$ cat config.mk
export PLATFORM = sky130hd
export DESIGN_NAME = spi_slave_fifo
export DESIGN_NICKNAME = d
export VERILOG_FILES = /design/src/rtl/spi_pkg.sv /design/src/rtl/sync_fifo.sv /design/src/rtl/spi_slave_fifo.sv
export SDC_FILE = /design/constraint.sdc
export NUM_CORES = 1
export LEC_CHECK = 0
export BUFFER_PORTS_ARGS = -buffer_cell sky130_fd_sc_hd__buf_4
export CORE_MARGIN = 2
export CORE_UTILIZATION = 30
export CTS_BUF_LIST = sky130_fd_sc_hd__clkbuf_16
export DETAILED_ROUTE_END_ITERATION = 10
export GPL_TIMING_DRIVEN = 0
export SKIP_CTS_REPAIR_TIMING = 1
export SLEW_MARGIN = 20
export SYNTH_ARGS = -nofsm -noshare
export SYNTH_HDL_FRONTEND = slang
export SYNTH_HIERARCHICAL = 1
export SYNTH_SLANG_ARGS = --single-unit
$ cat constraint.sdc
create_clock -name clk -period 7.4 [get_ports clk]
set_clock_uncertainty 0.2 [all_clocks]
set_input_delay 1.48 -clock clk [delete_from_list [all_inputs] [get_ports clk]]
set_output_delay 1.48 -clock clk [all_outputs]
set_load 0.01 [all_outputs]
$ cat src/rtl/spi_pkg.sv
// Shared constants for the SPI slave: mode encodings, CPOL/CPHA bit positions
// and the bit value shifted out when the transmit side has nothing queued.
package spi_pkg;

   typedef enum logic [1:0] {
      SPI_MODE0 = 2'b00,
      SPI_MODE1 = 2'b01,
      SPI_MODE2 = 2'b10,
      SPI_MODE3 = 2'b11
   } spi_mode_e;

   localparam int   CPOL_BIT      = 1;
   localparam int   CPHA_BIT      = 0;
   localparam logic UNDERRUN_FILL = 1'b0;

endpackage

$ cat src/rtl/sync_fifo.sv
// Single-clock FIFO with registered full/empty flags; a push into a full FIFO
// is accepted when a pop happens in the same cycle.
module sync_fifo #(
   parameter int DATA_W = 16,
   parameter int DEPTH  = 4
) (
   input  logic              clk,
   input  logic              rst,
   input  logic              push,
   input  logic [DATA_W-1:0] push_data,
   input  logic              pop,
   output logic [DATA_W-1:0] head,
   output logic              full,
   output logic              empty
);

   localparam int             PTR_W    = $clog2(DEPTH);
   localparam logic [PTR_W:0] FULL_CNT = (PTR_W+1)'(DEPTH);
   localparam logic [PTR_W:0] ONE_CNT  = (PTR_W+1)'(1);

   logic [DATA_W-1:0] mem [DEPTH];
   logic [PTR_W-1:0]  wr_ptr, rd_ptr;
   logic [PTR_W:0]    count, count_next;
   logic              do_push, do_pop;

   assign do_pop  = pop & ~empty;
   assign do_push = push & (~full | do_pop);
   assign head    = empty ? '0 : mem[rd_ptr];

   always_comb begin
      // NOTE: default assignment first so every path drives count_next and no latch is inferred.
      count_next = count;
      if (do_push && !do_pop)
         count_next = count + ONE_CNT;
      else if (do_pop && !do_push)
         count_next = count - ONE_CNT;
   end

   always_ff @(posedge clk or posedge rst) begin
      // NOTE: sequential state uses non-blocking assignments so all flops update from pre-edge values.
      if (rst) begin
         wr_ptr <= '0;
         rd_ptr <= '0;
         count  <= '0;
         full   <= 1'b0;
         empty  <= 1'b1;
      end else begin
         if (do_push) wr_ptr <= wr_ptr + PTR_W'(1);
         if (do_pop)  rd_ptr <= rd_ptr + PTR_W'(1);
         count <= count_next;
         full  <= (count_next == FULL_CNT);
         empty <= (count_next == '0);
      end
   end

   // NOTE: storage is deliberately not reset; the empty flag masks stale contents on head.
   always_ff @(posedge clk) begin
      if (do_push) mem[wr_ptr] <= push_data;
   end

endmodule

$ cat src/rtl/spi_slave_fifo.sv
// Oversampled SPI slave supporting all four CPOL/CPHA modes, with a one-word
// TX holding register and an RX FIFO, both on valid/ready handshakes.
module spi_slave_fifo
   import spi_pkg::*;
#(
   parameter int DATA_W      = 16,
   parameter int RX_DEPTH    = 4,
   parameter int SYNC_STAGES = 2
) (
   input  logic              clk,
   input  logic              rst,
   input  logic              ss,
   input  logic              sck,
   input  logic              mosi,
   output logic              miso,
   output logic              miso_oe,
   input  logic [1:0]        mode,
   input  logic [DATA_W-1:0] tx_data,
   input  logic              tx_valid,
   output logic              tx_ready,
   output logic [DATA_W-1:0] rx_data,
   output logic              rx_valid,
   input  logic              rx_ready,
   output logic              rx_overrun,
   output logic              tx_underrun,
   output logic              busy
);

   localparam int               CNT_W    = $clog2(DATA_W);
   localparam logic [CNT_W-1:0] LAST_BIT = CNT_W'(DATA_W-1);

   logic [SYNC_STAGES-1:0] ss_sync, sck_sync, mosi_sync;
   logic                   ss_d, sck_d;
   logic                   ss_s, sck_s, mosi_s;

   logic              active, cpol, cpha, first_shift;
   logic [CNT_W-1:0]  bit_cnt;
   logic [DATA_W-1:0] tx_shift, hold_reg, load_word, rx_word;
   logic [DATA_W-2:0] rx_shift;
   logic              hold_full;

   logic sel, sel_rise, sck_rise, sck_fall, lead, trail;
   logic sample_edge, shift_edge, word_done, load, tx_hs;
   logic rx_full, rx_empty, rx_pop;

   // ss flops reset low so a chip select still held across reset does not look like a new select.
   always_ff @(posedge clk or posedge rst) begin
      if (rst) begin
         ss_sync   <= '0;
         sck_sync  <= '0;
         mosi_sync <= '0;
         ss_d      <= 1'b0;
         sck_d     <= 1'b0;
      end else begin
         ss_sync   <= {ss_sync[SYNC_STAGES-2:0], ss};
         sck_sync  <= {sck_sync[SYNC_STAGES-2:0], sck};
         mosi_sync <= {mosi_sync[SYNC_STAGES-2:0], mosi};
         ss_d      <= ss_sync[SYNC_STAGES-1];
         sck_d     <= sck_sync[SYNC_STAGES-1];
      end
   end

   assign ss_s     = ss_sync[SYNC_STAGES-1];
   assign sck_s    = sck_sync[SYNC_STAGES-1];
   assign mosi_s   = mosi_sync[SYNC_STAGES-1];
   assign sel      = ~ss_s;
   assign sel_rise = ~ss_s & ss_d;
   assign sck_rise = sck_s & ~sck_d;
   assign sck_fall = ~sck_s & sck_d;
   assign lead     = cpol ? sck_fall : sck_rise;
   assign trail    = cpol ? sck_rise : sck_fall;

   assign sample_edge = active & sel & (cpha ? trail : lead);
   assign shift_edge  = active & sel & (cpha ? lead : trail);
   assign rx_word     = {rx_shift, mosi_s};
   assign word_done   = sample_edge & (bit_cnt == LAST_BIT);
   // The first CPHA=1 shift edge only presents the MSB loaded at select time.
   assign load        = sel_rise | (shift_edge & (bit_cnt == '0) & ~first_shift);
   assign load_word   = hold_full ? hold_reg : {DATA_W{UNDERRUN_FILL}};
   assign tx_hs       = tx_valid & ~hold_full;
   assign rx_pop      = rx_ready & ~rx_empty;

   assign tx_ready = ~hold_full;
   assign rx_valid = ~rx_empty;
   assign miso_oe  = active;
   assign busy     = active & (bit_cnt != '0);

   always_ff @(posedge clk or posedge rst) begin
      if (rst) begin
         active      <= 1'b0;
         cpol        <= 1'b0;
         cpha        <= 1'b0;
         first_shift <= 1'b0;
         bit_cnt     <= '0;
         tx_shift    <= '0;
         rx_shift    <= '0;
         hold_reg    <= '0;
         hold_full   <= 1'b0;
         miso        <= 1'b0;
         rx_overrun  <= 1'b0;
         tx_underrun <= 1'b0;
      end else begin
         rx_overrun  <= word_done & rx_full & ~rx_pop;
         tx_underrun <= load & ~hold_full;

         if (tx_hs) begin
            hold_reg  <= tx_data;
            hold_full <= 1'b1;
         end else if (load) begin
            hold_full <= 1'b0;
         end

         if (sel_rise) begin
            active      <= 1'b1;
            cpol        <= mode[CPOL_BIT];
            cpha        <= mode[CPHA_BIT];
            first_shift <= mode[CPHA_BIT];
            bit_cnt     <= '0;
            if (mode[CPHA_BIT])
               tx_shift <= load_word;
            else
               {miso, tx_shift} <= {load_word, 1'b0};
         end else if (!sel) begin
            active      <= 1'b0;
            first_shift <= 1'b0;
            bit_cnt     <= '0;
            miso        <= 1'b0;
         end else begin
            if (sample_edge) begin
               rx_shift <= rx_word[DATA_W-2:0];
               bit_cnt  <= word_done ? '0 : bit_cnt + CNT_W'(1);
            end
            if (shift_edge) begin
               first_shift <= 1'b0;
               if (load)
                  {miso, tx_shift} <= {load_word, 1'b0};
               else
                  {miso, tx_shift} <= {tx_shift, 1'b0};
            end
         end
      end
   end

   sync_fifo #(
      .DATA_W (DATA_W),
      .DEPTH  (RX_DEPTH)
   ) u_rx_fifo (
      .clk       (clk),
      .rst       (rst),
      .push      (word_done),
      .push_data (rx_word),
      .pop       (rx_pop),
      .head      (rx_data),
      .full      (rx_full),
      .empty     (rx_empty)
   );

endmodule
After elaboration in Yosys (flattened, before gate mapping)
Memory sizes are Yosys's and may differ from the RTL's.
Index checks and enable logic that the tools add are counted.
{"block": "word_totals", "regBits": 76, "ram_bits": 64, "input_bits": 25, "out_inout_bits": 23, "elab_cells": 106, "memories": 1}
{"block": "classes", "add_sub_neg": 5, "n_eq_ne": 4, "mux": 31, "n_bitwise": 28, "reduce_logical": 15}
{"name": "u_rx_fifo.mem", "words": 4, "word_bits": 16, "rd": 1, "rd_ports_with_merged_regs": 0, "write_ports": 1, "line": "sync_fifo.sv:21", "source": "logic [DATA_W-1:0] mem [DEPTH];"}
{"operator": "2-to-1 mux 16 bit", "count": 7}
{"operator": "2-to-1 mux 1 bit", "count": 18}
{"operator": "bitwise AND 1 bit", "count": 17}
{"operator": "2-to-1 mux 4 bit", "count": 4}
{"operator": "NOT 1 bit", "count": 9}
{"operator": "2-to-1 mux 3 bit", "count": 2}
{"operator": "nonzero test 2 bit", "count": 3}
{"operator": "nonzero test 3 bit", "count": 2}
{"operator": "adder 2 x 1 -> 2 bit (second input constant)", "count": 2}
{"operator": "adder 4 x 1 -> 4 bit (second input constant)", "count": 1}
{"operator": "equality test 4 bit (second input constant)", "count": 1}
{"operator": "zero test 4 bit", "count": 1}
{"operator": "AND reduction 2 bit", "count": 2}
{"operator": "nonzero test 4 bit", "count": 1}
{"operator": "adder 3 x 1 -> 3 bit (second input constant)", "count": 1}
{"operator": "equality test 3 bit (second input constant)", "count": 1}
{"operator": "zero test 3 bit", "count": 1}
{"operator": "AND reduction 3 bit", "count": 1}
{"operator": "subtractor 3 x 1 -> 3 bit (second input constant)", "count": 1}
{"operator": "logical AND 1 bit", "count": 2}
{"operator": "zero test 1 bit", "count": 2}
{"operator": "!= test 2 x 1 -> 1 bit (second input constant)", "count": 1}
{"operator": "!= test 2 bit (second input constant)", "count": 1}
{"operator": "OR 1 bit", "count": 2}

Longest topological paths before layout
Gate-level depths: netlist of run 1.
{"block": "depth", "ltp_word": 12, "ltp_mapped": 8, "mapped_depth_nobuf": 8}

By module
The synthesis of run 1 kept the hierarchy.
{"module": "spi_slave_fifo", "n_inst": 1, "cells_per_inst": 274, "area_per_inst_um2": 3230.6, "seq_area_each_um2": 1676.6}
{"module": "sync_fifo", "n_inst": 1, "cells_per_inst": 147, "area_per_inst_um2": 2940.3, "seq_area_each_um2": 2148.3}

Worst setup path after synthesis of run 1
No wires, ideal clock.
{"block": "synth_timing", "path_type": "input port to flip-flop", "startpoint": "in rx_ready", "endpoint": "mem u_rx_fifo.mem[0][0] (enable)", "setup_ps": 374, "arrival_time_ps": 2668, "t_required_ps": 6826, "path_slack_ps": 4158, "stages": 5, "n_path_buf": 1, "path_cell_list": "nor2b_1 -> nand2b_1 -> buf_6 -> a21boi_1 -> and2_1"}
{"block": "synth_between", "elab_chain_cells": 6}
{"item": "start: declaration", "line": "spi_slave_fifo.sv:23", "source": "input logic rx_ready,"}
{"item": "bitwise AND 1 bit", "line": "spi_slave_fifo.sv:81", "source": "assign rx_pop = rx_ready & ~rx_empty;"}
{"item": "bitwise AND 1 bit", "line": "sync_fifo.sv:26", "source": "assign do_pop = pop & ~empty;"}
{"item": "OR 1 bit", "line": "sync_fifo.sv:27", "source": "assign do_push = push & (~full | do_pop);"}
{"item": "bitwise AND 1 bit", "line": "sync_fifo.sv:27"}
{"item": "2-to-1 mux 1 bit", "line": "sync_fifo.sv:58", "source": "if (do_push) mem[wr_ptr] <= push_data;"}
{"item": "2-to-1 mux 1 bit (implied by the code)", "line": "sync_fifo.sv:58"}
{"item": "end: declaration", "line": "sync_fifo.sv:21"}
Every way passes these cells.

Worst setup path after layout of run 1
{"block": "layout_timing", "startpoint": "reg u_rx_fifo.rd_ptr[0]", "endpoint": "out rx_data[14]"}
{"block": "layout_between", "elab_chain_cells": 2}
{"item": "start: declaration", "line": "sync_fifo.sv:22", "source": "logic [PTR_W-1:0] wr_ptr, rd_ptr;"}
{"item": "start signal: assignment", "line": "sync_fifo.sv:49", "source": "if (do_pop) rd_ptr <= rd_ptr + PTR_W'(1);"}
{"item": "memory read (4 x 16 bit)"}
{"item": "2-to-1 mux 16 bit", "line": "sync_fifo.sv:28", "source": "assign head = empty ? '0 : mem[rd_ptr];"}
{"item": "end: declaration", "line": "spi_slave_fifo.sv:21", "source": "output logic [DATA_W-1:0] rx_data,"}
Every way passes these cells.

==> impl_metrics.py, run 1 <==
metrics = {
    "run_status": {
        "status": "finished, final reports clean",
    },
    "sta": {
        "fin_crit_sh_pct": 49.80,
        "fin_ws_ns": 3.715,
        "tightest_slew_ns": 0.9319,
        "grt_setup_unrepaired": "false",
        "setup_viol": 0,
        "finalHoldViolCount": 0,
        "max_freq_mhz": 271.4,
        "slew-limit-headroom_pct": 37.88,
        "finalSetupTns_ns": 0,
        "maxSlewViolCount": 0,
        "fin_crit_ns": 3.685,
    },
    "logic_synthesis": {
        "synth_nets": 454,
        "ys_ff_latch": 140,
        "synth_area_mm2": 0.006171,
        "synthFlopType": "dfrtp_1",
        "seq_area_frac_synth_pct": 61.98,
        "synth-edff-count": 64,
        "netlist_instances": 421,
        "synthArstFlopShare_pct": 54.29,
        "syn_area_per_cell_um2": 14.66,
        "yosysUniqueCellTypes": 50,
        "yosysWarningCount": 6,
    },
    "power_and_ir_drop": {
        "peakVddDrop_mv": 0.1964,
        "p_leak_nw": 3.073,
        "p_switching_uw": 656.2,
        "sw_frac_of_total_pct": 28.00,
        "internal_power_mw": 1.688,
        "seq_power_share_pct": 42.5,
        "power_density_mw_per_mm2": 312.7,
        "combPwrFrac_pct": 20.0,
        "clockPowerShare_pct": 37.4,
    },
    "detailed_routing": {
        "dr.first_iter.drc_count": 162,
        "vias": 3640,
        "first_pass_iters": 4,
        "drcViolationCount": 0,
        "via_per_inst": 4.727,
        "route.detailed.wl_per_inst_um": 15.46,
        "ant_nets": 0,
        "finalWirelength_um": 11900,
    },
    "finish": {
        "largest_reg_flops": 64,
        "regArea_mm2": 0.003825,
        "nFillCells": 1929,
        "multi_input_area_mm2": 0.002173,
        "fin_nets": 520,
        "antenna_cells": 0,
        "drive_gt1_share_pct": 30.80,
        "syn2layout_area_growth_pct": 21.45,
    },
    "cts": {
        "clk_latency_ns": 0.41,
        "h-tree-depth": 4,
        "cts.sinks": 140,
        "tritoncts": "yes",
        "cts.clk_slew.worst_paths_ns": 0.06,
        "cts.path.max_buffers": 2,
        "root_buffer": "clkbuf_16",
        "cts_buffers": 17,
    },
    "die": {
        "ios": 48,
        "die_h_um": 147.4,
        "design.core.area_mm2": 0.02023,
        "die_w_um": 147.4,
        "start_util_pct": 30.50,
        "rows": 52,
        "dieArea_mm2": 0.02173,
    },
    "setup_path": {
        "cp_max_fo": 10,
        "startpoint_type": "flip-flop",
        "critPathKind": "reg -> out",
        "crit_arrival_ns": 2.01,
        "cp.required_ns": 5.72,
        "end_kind": "output port",
        "r2r_setup_slack_ns": 4.06,
    },
    "placement": {
        "io_buffers": 46,
        "dp_hpwl_um": 7939,
        "gp_congestion": 0.7785,
        "dp_slack_ns": 3.573,
    },
    "hold_path": {
        "hp-class": "reg -> reg",
    },
    "grt": {
        "grt_pass1_vias": 3757,
        "gr-usage-all-layers_pct": 11.68,
        "grt_max_degree": 57,
        "grt_pass1_wl_um": 19780,
        "gr-total-overflow": 0,
        "antenna_found_initial": 0,
    },
    "run": {
        "drv_cap": 0,
    },
}
## critical path: stages, from the launching register on
cell and delay [ns]:
dfrtp_1 0.32, buf_4 0.22, buf_6 0.21, mux4_2 0.53, nor2b_1 0.15, buf_4 0.16
## final cells by class
type / count / area share (%)
Buffer: 23 / 1.653
Clock buffer: 17 / 5.676
Sequential cell: 140 / 51.04
Multi-Input combinational cell: 245 / 29.00
Timing Repair Buffer: 47 / 4.975
Tap cell: 270 / 4.508
Clock inverter: 15 / 2.471
Inverter: 13 / 0.6845
## power groups by stage
stage	combinational [mW]	clock, mW	sequential (mW)
6_report	0.469	0.878	0.997
3_3_place_gp	0.459	0	1.01
4_1_cts	0.479	0.895	0.997
2_1_floorplan	0.352	0	0.981
3_5_place_dp	0.478	0	1.01
5_1_grt	0.520	0.934	1.01
## cell usage after synthesis (2+ instances only)
cell type	n	area [um2]
nor2b_1	14	87.58
o32ai_1	14	122.6
xnor2_2	2	32.53
and2b_1	6	45.04
nor2_1	23	86.33
nor4bb_1	2	20.02
nand3b_1	2	15.01
mux2_4	11	165.2
a21oi_1	6	30.03
and2_1	5	31.28
ha_1	8	100.1
nand3_1	20	100.1
mux4_2	16	360.4
o21ai_0	7	35.03
and3_1	16	100.1
nand2b_1	19	118.9
nor3b_1	2	15.01
inv_1	13	48.80
buf_2	8	40.04
nand2_1	9	33.78
mux2_2	24	270.3
edfxtp_1	64	1922
buf_6	3	33.78
mux2i_1	17	170.2
dfrtp_1	75	1877
xnor2_1	3	26.28
clkbuf_1	9	33.78
## cells by family after synthesis
group	Yosys count	synth area share [%]
AOI/OAI and AO/OA	37	4.623
DFF	140	61.98
buffers and inverters	36	2.798
adders and majority gates	8	1.622
xor gates and xnor gates	6	1.095
muxes	69	16.02
and+or+nand+nor	125	11.86
## cells in the final DEF, fill, tap and decap left out, types with 2 or more instances in the layout
cell type / count
dfrtp_1: 75
buf_2: 8
and2_1: 5
nand3_1: 20
and3_1: 16
buf_6: 3
nand2b_1: 19
edfxtp_1: 64
nor2_1: 23
clkbuf_1: 9
nand3b_1: 2
nor4bb_1: 2
buf_4: 47
clkbuf_16: 17
nand2_1: 9
mux4_2: 16
xnor2_2: 2
ha_1: 8
mux2_2: 24
xnor2_1: 3
nor3b_1: 2
clkinv_2: 2
mux2_4: 11
inv_1: 13
inv_6: 6
o21ai_0: 7
o32ai_1: 14
clkinv_4: 2
nor2b_1: 14
a21oi_1: 6
and2b_1: 6
bufinv_16: 3
mux2i_1: 17
## metrics by stage
| stage | instances | utilization [%] | power, mW | area (um2) | hold slack [ns] |
|---|---|---|---|---|---|
| 6_report | 770 | 37.04 | 2.344 | 7495 | 0.1454 |
| 5_1_grt | 770 | 37.04 | 2.464 | 7495 | 0.1575 |
| 4_1_cts | 770 | 37.04 | 2.371 | 7495 | 0.1490 |
| 3_5_place_dp | 738 | 34.02 | 1.489 | 6884 | 0.1356 |
| 3_3_place_gp | 737 | 33.87 | 1.465 | 6854 | 0.1322 |
| 2_1_floorplan | 421 | - | 1.332 | 6171 | 0.1312 |
## path summary, 6_finish.rpt
path	startpoint	endpoint	cells after the start
setup / recovery	u_rx_fifo/rd_ptr[0]$_DFFE_PP0P_	rx_data[14]	5
hold / removal	mosi_sync[0]$_DFF_PP0_	mosi_sync[1]$_DFF_PP0_	0
setup reg to reg	cpha$_DFFE_PP0P_	u_rx_fifo/mem[3][14]$_DFFE_PP_	6
hold reg to reg	mosi_sync[0]$_DFF_PP0_	mosi_sync[1]$_DFF_PP0_	0
max in group asynchronous	rst	tx_shift[8]$_DFFE_PP0P_	3
min in group asynchronous	rst	rx_shift[12]$_DFFE_PP0P_	2
## metal layers
layer / track usage (%) / vias up / share of wire, %
met1: 14.90 / 1867 / 45
met5: 0 / - / 0
met4: 4.087 / 0 / 1.0
li1: - / 1685 / -
met3: 3.210 / 13 / 3.9
met2: 19.25 / 75 / 50
Power figures use the tool's default switching activity.
==> inputs of run 2 (changes only) <==
--- a/config.mk
+++ b/config.mk
@@ -5,6 +5,7 @@
 export SDC_FILE = /design/constraint.sdc
 export NUM_CORES = 1
 export LEC_CHECK = 0
+export ABC_AREA = 1
 export BUFFER_PORTS_ARGS = -buffer_cell sky130_fd_sc_hd__buf_4
 export CORE_MARGIN = 2
 export CORE_UTILIZATION = 30
==> constraint.sdc (replaced) <==
create_clock -name clk -period 3 [get_ports clk]
set_clock_uncertainty 0.2 [all_clocks]
set_input_delay 0.6 -clock clk [delete_from_list [all_inputs] [get_ports clk]]
set_output_delay 0.6 -clock clk [all_outputs]
set_load 0.01 [all_outputs]
==> run 2 against run 1 <==
Compared with the run above: power rose to 2.6 times the previous value; flip-flop and latch count did not move; sequential share of layout area down 1.7 points; global-route usage is 0.68 points higher; critical path type unchanged; critical endpoint is now rx_data[13]; largest power group unchanged; highest routed layer unchanged.
==> impl_metrics.py, run 2 <==
metrics = {
    "sta": {
        "finalSetupTns_ns": 0,
        "tightest_slew_ns": 0.5450,
        "finalHoldViolCount": 0,
        "maxSlewViolCount": 0,
        "grt_setup_unrepaired": "false",
        "fin_crit_ns": 2.683,
        "slew-limit-headroom_pct": 63.66,
        "max_freq_mhz": 372.7,
        "fin_crit_sh_pct": 89.44,
        "setup_viol": 0,
    },
    "logic_synthesis": {
        "synth_area_leaders": "edfxtp_1, dfrtp_1, nand2_1, nor2_1, inv_1",
        "synth_top_area_share_pct": 30.02,
        "synthFlopType": "dfrtp_1",
        "synth_area_leader_cell": "edfxtp_1",
        "yosysWarningCount": 6,
        "ys_ff_latch": 140,
        "synth_area_mm2": 0.006401,
        "synth_common_cells": "nand2_1, nor2_1, dfrtp_1",
        "synthArstFlopShare_pct": 54.29,
        "synth.most_common_cell": "nand2_1",
        "seq_area_frac_synth_pct": 59.75,
        "syn_area_per_cell_um2": 9.863,
        "yosysUniqueCellTypes": 37,
        "synth-edff-count": 64,
        "synth_nets": 682,
        "netlist_instances": 649,
    },
    "detailed_routing": {
        "met3_length_um": 598,
        "wl_met2_um": 6298,
        "wl_met1_um": 5981,
        "highest_layer": "met4",
        "first_pass_iters": 5,
        "route.detailed.wl_per_inst_um": 12.92,
        "vias": 4488,
        "finalWirelength_um": 13040,
        "ant_nets": 0,
        "dr.first_iter.drc_count": 345,
        "drcViolationCount": 0,
        "via_per_inst": 4.448,
    },
    "grt": {
        "grt_pass1_vias": 4202,
        "antenna_found_initial": 0,
        "gr-usage-all-layers_pct": 12.36,
        "gr-total-overflow": 0,
        "grt_pass1_wl_um": 21410,
        "grt_max_degree": 37,
    },
    "setup_path": {
        "cp_slowest_stage_delay_ns": 0.55,
        "critical_path_buf_inv_count": 3,
        "end_kind": "output port",
        "r2r_setup_slack_ns": 0.50,
        "cp_top_family": "buffers and inverters",
        "crit_arrival_ns": 1.88,
        "path_cells": "buf_6 > clkbuf_1 > a21oi_1 > buf_4",
        "cp.required_ns": 2.20,
        "critPathKind": "reg -> out",
        "cp_max_fo": 10,
        "cpMaxStageDelayCell": "dfstp_2",
        "startpoint_type": "flip-flop",
    },
    "finish": {
        "drive_gt1_share_pct": 22.75,
        "syn2layout_area_growth_pct": 21.07,
        "antenna_cells": 0,
        "largest_reg_flops": 64,
        "final_common_cell": "nand2_1",
        "nFillCells": 2100,
        "most-common-layout-cells": "nand2_1, nor2_1, dfrtp_1, edfxtp_1, inv_1",
        "fin_nets": 754,
    },
    "power_and_ir_drop": {
        "seq_power_share_pct": 38.3,
        "p_total_mw": 6.200,
        "combPwrFrac_pct": 30.0,
        "internal_power_mw": 4.090,
        "power_density_mw_per_mm2": 800.0,
        "p_switching_mw": 2.109,
        "peakVddDrop_mv": 0.5241,
        "p_leak_nw": 3.433,
        "clockPowerShare_pct": 31.7,
        "sw_frac_of_total_pct": 34.02,
    },
    "cts": {
        "cts.sinks": 140,
        "cts.path.max_buffers": 2,
        "root_buffer": "clkbuf_16",
        "cts_buffers": 17,
        "cts.clk_slew.worst_paths_ns": 0.06,
        "tritoncts": "yes",
        "clk_latency_ns": 0.42,
        "h-tree-depth": 4,
    },
    "die": {
        "die_h_um": 150.1,
        "design.core.area_mm2": 0.02096,
        "ios": 48,
        "rows": 53,
        "dieArea_mm2": 0.02252,
        "die_w_um": 150.1,
        "start_util_pct": 30.55,
    },
    "placement": {
        "io_buffers": 47,
        "gp_congestion": 0.8076,
        "dp_hpwl_um": 9109,
    },
    "run_status": {
        "status": "finished, final reports clean",
    },
    "hold_path": {
        "hp-class": "in -> reg",
    },
    "run": {
        "drv_cap": 0,
    },
}
-- run 2: cell families (layout without fill, tap and decap cells) --
| group | Yosys count | after routing | synth area share, % |
|---|---|---|---|
| AOI/OAI and AO/OA | 111 | 111 | 9.461 |
| xor gates and xnor gates | 6 | 6 | 0.8209 |
| adders and majority gates | 8 | 8 | 1.564 |
| buffers and inverters | 94 | 179 | 6.411 |
| DFF | 140 | 140 | 59.75 |
| muxes | 16 | 16 | 2.815 |
| and+or+nand+nor | 274 | 274 | 19.18 |
-- run 2: final cells by class --
class	count	area, um2	share of cell area (%)
plain buffers	28	160.2	2.067
clock buffers	17	425.4	5.489
clock inverters	15	127.6	1.647
inverters	66	252.7	3.261
multi-input cells	415	2176	28.08
flip-flops and latches	140	3825	49.35
well taps	275	344.1	4.440
repair buffers	53	439.2	5.667
-- run 2: power by group through the flow --
| stage | combinational, mW | sequential [mW] | clock [mW] |
|---|---|---|---|
| finish | 1.86 | 2.37 | 1.97 |
| global route | 2.07 | 2.40 | 2.11 |
| CTS | 1.88 | 2.37 | 2.01 |
| detailed placement | 1.88 | 2.41 | 0 |
| global placement | 1.85 | 2.40 | 0 |
| floorplan | 1.29 | 2.37 | 0 |
-- run 2: stage by stage --
stage          hold WS (ns)  utilization (%)  worst slack [ns]  instances  cell area, um2
6_report            0.08372            36.98            0.3168       1009            7750
4_1_cts            -0.02895            36.94            0.2748       1008            7740
2_1_floorplan        0.1312                -            0.4832        649            6401
3_3_place_gp         0.1361            33.87           -0.4834        971            7098
3_5_place_dp         0.1347            34.30            0.4734        976            7187
5_1_grt             0.06470            36.98            0.2375       1009            7750
-- run 2: metal layers --
layer  GRT usage, %  up-vias
met5              0        -
met4          4.245        0
met3          2.957       13
met2          20.30      109
met1          16.00     2079
li1               -     2287
-- run 2: path summary, 6_finish.rpt --
path	start	depth (start not counted)	endpoint
hold reg to reg	ss_sync[0]$_DFF_PP0_	0	ss_sync[1]$_DFF_PP0_
max in group asynchronous	rst	4	rx_shift[12]$_DFFE_PP0P_
min in group asynchronous	rst	3	u_rx_fifo/count[2]$_DFF_PP0_
hold / removal	ss	1	ss_sync[0]$_DFF_PP0_
setup / recovery	u_rx_fifo/empty$_DFF_PP1_	4	rx_data[13]
setup reg to reg	sck_sync[1]$_DFF_PP0_	10	u_rx_fifo/mem[3][8]$_DFFE_PP_
==> inputs of run 3 (changes only) <==
--- a/config.mk
+++ b/config.mk
@@ -8,10 +8,12 @@
 export ABC_AREA = 1
 export BUFFER_PORTS_ARGS = -buffer_cell sky130_fd_sc_hd__buf_4
 export CORE_MARGIN = 2
-export CORE_UTILIZATION = 30
+export CORE_UTILIZATION = 54
 export CTS_BUF_LIST = sky130_fd_sc_hd__clkbuf_16
 export DETAILED_ROUTE_END_ITERATION = 10
 export GPL_TIMING_DRIVEN = 0
+export PLACE_DENSITY = 0.76
+export SETUP_SLACK_MARGIN = 0.5
 export SKIP_CTS_REPAIR_TIMING = 1
 export SLEW_MARGIN = 20
 export SYNTH_ARGS = -nofsm -noshare
==> run 3 against run 2 <==
Compared with the run above: the flow now finishes with violations (design-rule violations); die area decreased by 43%; clock power shrank 8%; global-route usage is 9.6 points higher; fmax increased by 11%; sequential share of layout area increased by 0.30 points; cell area shrank 0.61%; critical path type unchanged.
==> impl_metrics.py, run 3 (synthesized netlist as in run 2, its figures left out) <==
metrics = {
    "run_status": {
        "status": "finished, violations left",
        "violations": "design-rule violations",
    },
    "setup_path": {
        "cp_max_fo": 10,
        "critical_path_buf_inv_count": 3,
        "end_kind": "output port",
        "cp.depth": 6,
        "critPathKind": "reg -> out",
        "cp-startpoint": "u_rx_fifo/rd_ptr[1]$_DFFE_PP0P_",
        "r2r-start": "sck_d$_DFF_PP0_",
        "cp_slowest_stage_delay_ns": 0.37,
        "reg2reg_to": "u_rx_fifo/mem[0][4]$_DFFE_PP_",
        "setup.worst_path.end": "rx_data[8]",
        "crit_arrival_ns": 1.63,
        "cp_top_family": "buffers and inverters",
        "startpoint_type": "flip-flop",
        "path_cells": "buf_6 > clkbuf_4 > nor2_1 > o21ai_1 > a21oi_1 > buf_4",
        "r2r_setup_slack_ns": 0.69,
        "reg2reg_depth": 10,
        "cpMaxStageDelayCell": "dfrtp_1",
        "cp.required_ns": 2.20,
    },
    "detailed_routing": {
        "finalWirelength_um": 13230,
        "via_per_inst": 5.313,
        "route.detailed.wl_per_inst_um": 15.05,
        "drcViolationCount": 5,
        "dr.first_iter.drc_count": 254,
        "vias": 4670,
        "ant_nets": 0,
        "first_pass_iters": 8,
    },
    "finish": {
        "most-common-layout-cells": "nand2_1, nor2_1, dfrtp_1, edfxtp_1, inv_1",
        "nFillCells": 885,
        "final_common_cell": "nand2_1",
        "regArea_mm2": 0.003825,
        "largest_reg_flops": 64,
        "multi_input_area_mm2": 0.002216,
        "design_area_mm2": 0.007702,
        "finalNonFillerCells": 879,
        "drive_gt1_share_pct": 23.51,
        "antenna_cells": 0,
        "syn2layout_area_growth_pct": 20.33,
        "fin_nets": 756,
    },
    "sta": {
        "fin_ws_ns": 0.5731,
        "tightest_slew_ns": 0.5995,
        "holdWs_ns": 0.09003,
        "grt_setup_unrepaired": "true",
        "setup_viol": 0,
        "finalHoldViolCount": 0,
        "fin_crit_sh_pct": 80.90,
        "slew-limit-headroom_pct": 60.03,
        "fin_crit_ns": 2.427,
        "max_freq_mhz": 412.0,
        "maxSlewViolCount": 0,
    },
    "cts": {
        "root_buffer": "clkbuf_16",
        "h-tree-depth": 4,
        "cts.sinks": 140,
        "clk_latency_ns": 0.42,
        "cts.clk_slew.worst_paths_ns": 0.05,
        "tritoncts": "yes",
        "cts.path.max_buffers": 2,
        "cts_buffers": 17,
    },
    "run": {
        "drv_cap": 0,
    },
    "grt": {
        "gr-usage-all-layers_pct": 21.96,
        "grt_max_degree": 37,
        "grt_pass1_wl_um": 22050,
        "gr-total-overflow": 0,
        "grt_pass1_vias": 4705,
        "antenna_found_initial": 0,
    },
    "placement": {
        "dp_hpwl_um": 8778,
        "gp_congestion": 0.9042,
        "dp_cells": 840,
        "io_buffers": 47,
        "placed_area_mm2": 0.006965,
        "dp_slack_ns": 0.2967,
    },
    "die": {
        "die_h_um": 112.9,
        "start_util_pct": 55.58,
        "ios": 48,
        "dieArea_mm2": 0.01274,
        "die_w_um": 112.9,
        "rows": 39,
        "design.core.area_mm2": 0.01152,
    },
    "hold_path": {
        "hp-class": "in -> reg",
    },
    "power_and_ir_drop": {
        "p_leak_nw": 3.448,
        "p_total_mw": 6.241,
        "power_density_mw_per_mm2": 810.3,
        "peakVddDrop_mv": 0.3753,
    },
}
-- run 3: changes by cell type in the layout (fill, tap and decap cells not counted), sizes merged --
cell	delta
buf	+2
clkinv	+4
clkinvlp	+4
inv	-8
-- run 3: worst min-delay path by stage --
stage | start | to | slack, ns | cells past startpoint
after detailed placement | ss_sync[0]$_DFF_PP0_ | ss_sync[1]$_DFF_PP0_ | 0.13 | 0
after CTS | rst | u_rx_fifo/count[2]$_DFF_PP0_ | -0.02 | 2
final | ss | ss_sync[0]$_DFF_PP0_ | 0.09 | 1
after floorplan | mosi_sync[0]$_DFF_PP0_ | mosi_sync[1]$_DFF_PP0_ | 0.13 | 0
after global routing | ss | ss_sync[0]$_DFF_PP0_ | 0.07 | 1
after global placement | ss_sync[0]$_DFF_PP0_ | ss_sync[1]$_DFF_PP0_ | 0.13 | 0
-- run 3: report_power, final --
group          switching [mW]  internal, mW  leakage, nW
Combinational            1.16         0.896         1.65
Clock                   0.773          1.03        0.249
Sequential              0.142          2.24         1.55
Total                    2.07          4.17         3.45
-- run 3: area by class of cell --
cell class	count	area share [%]
Sequential cell	140	49.66
Clock inverter	15	1.153
Clock buffer	17	5.523
Multi-Input combinational cell	415	28.77
Tap cell	143	2.323
Buffer	28	3.021
Timing Repair Buffer	55	6.205
Inverter	66	3.346
-- run 3: metrics by stage --
stage	utilization, %	TNS [ns]
5_1_grt	66.88	0
4_1_cts	64.95	0
3_5_place_dp	60.48	0
3_3_place_gp	60.20	-20.94
2_1_floorplan	-	0
6_report	66.88	0
-- run 3: routing by layer --
layer  global-route usage [%]  vias to the layer above  share of wire (%)
met5                        0                        -                  0
met4                    7.317                        0               0.98
met3                    5.410                       16                5.1
met2                    37.95                      126                 52
met1                    27.29                     2238                 42
li1                         -                     2290                  -
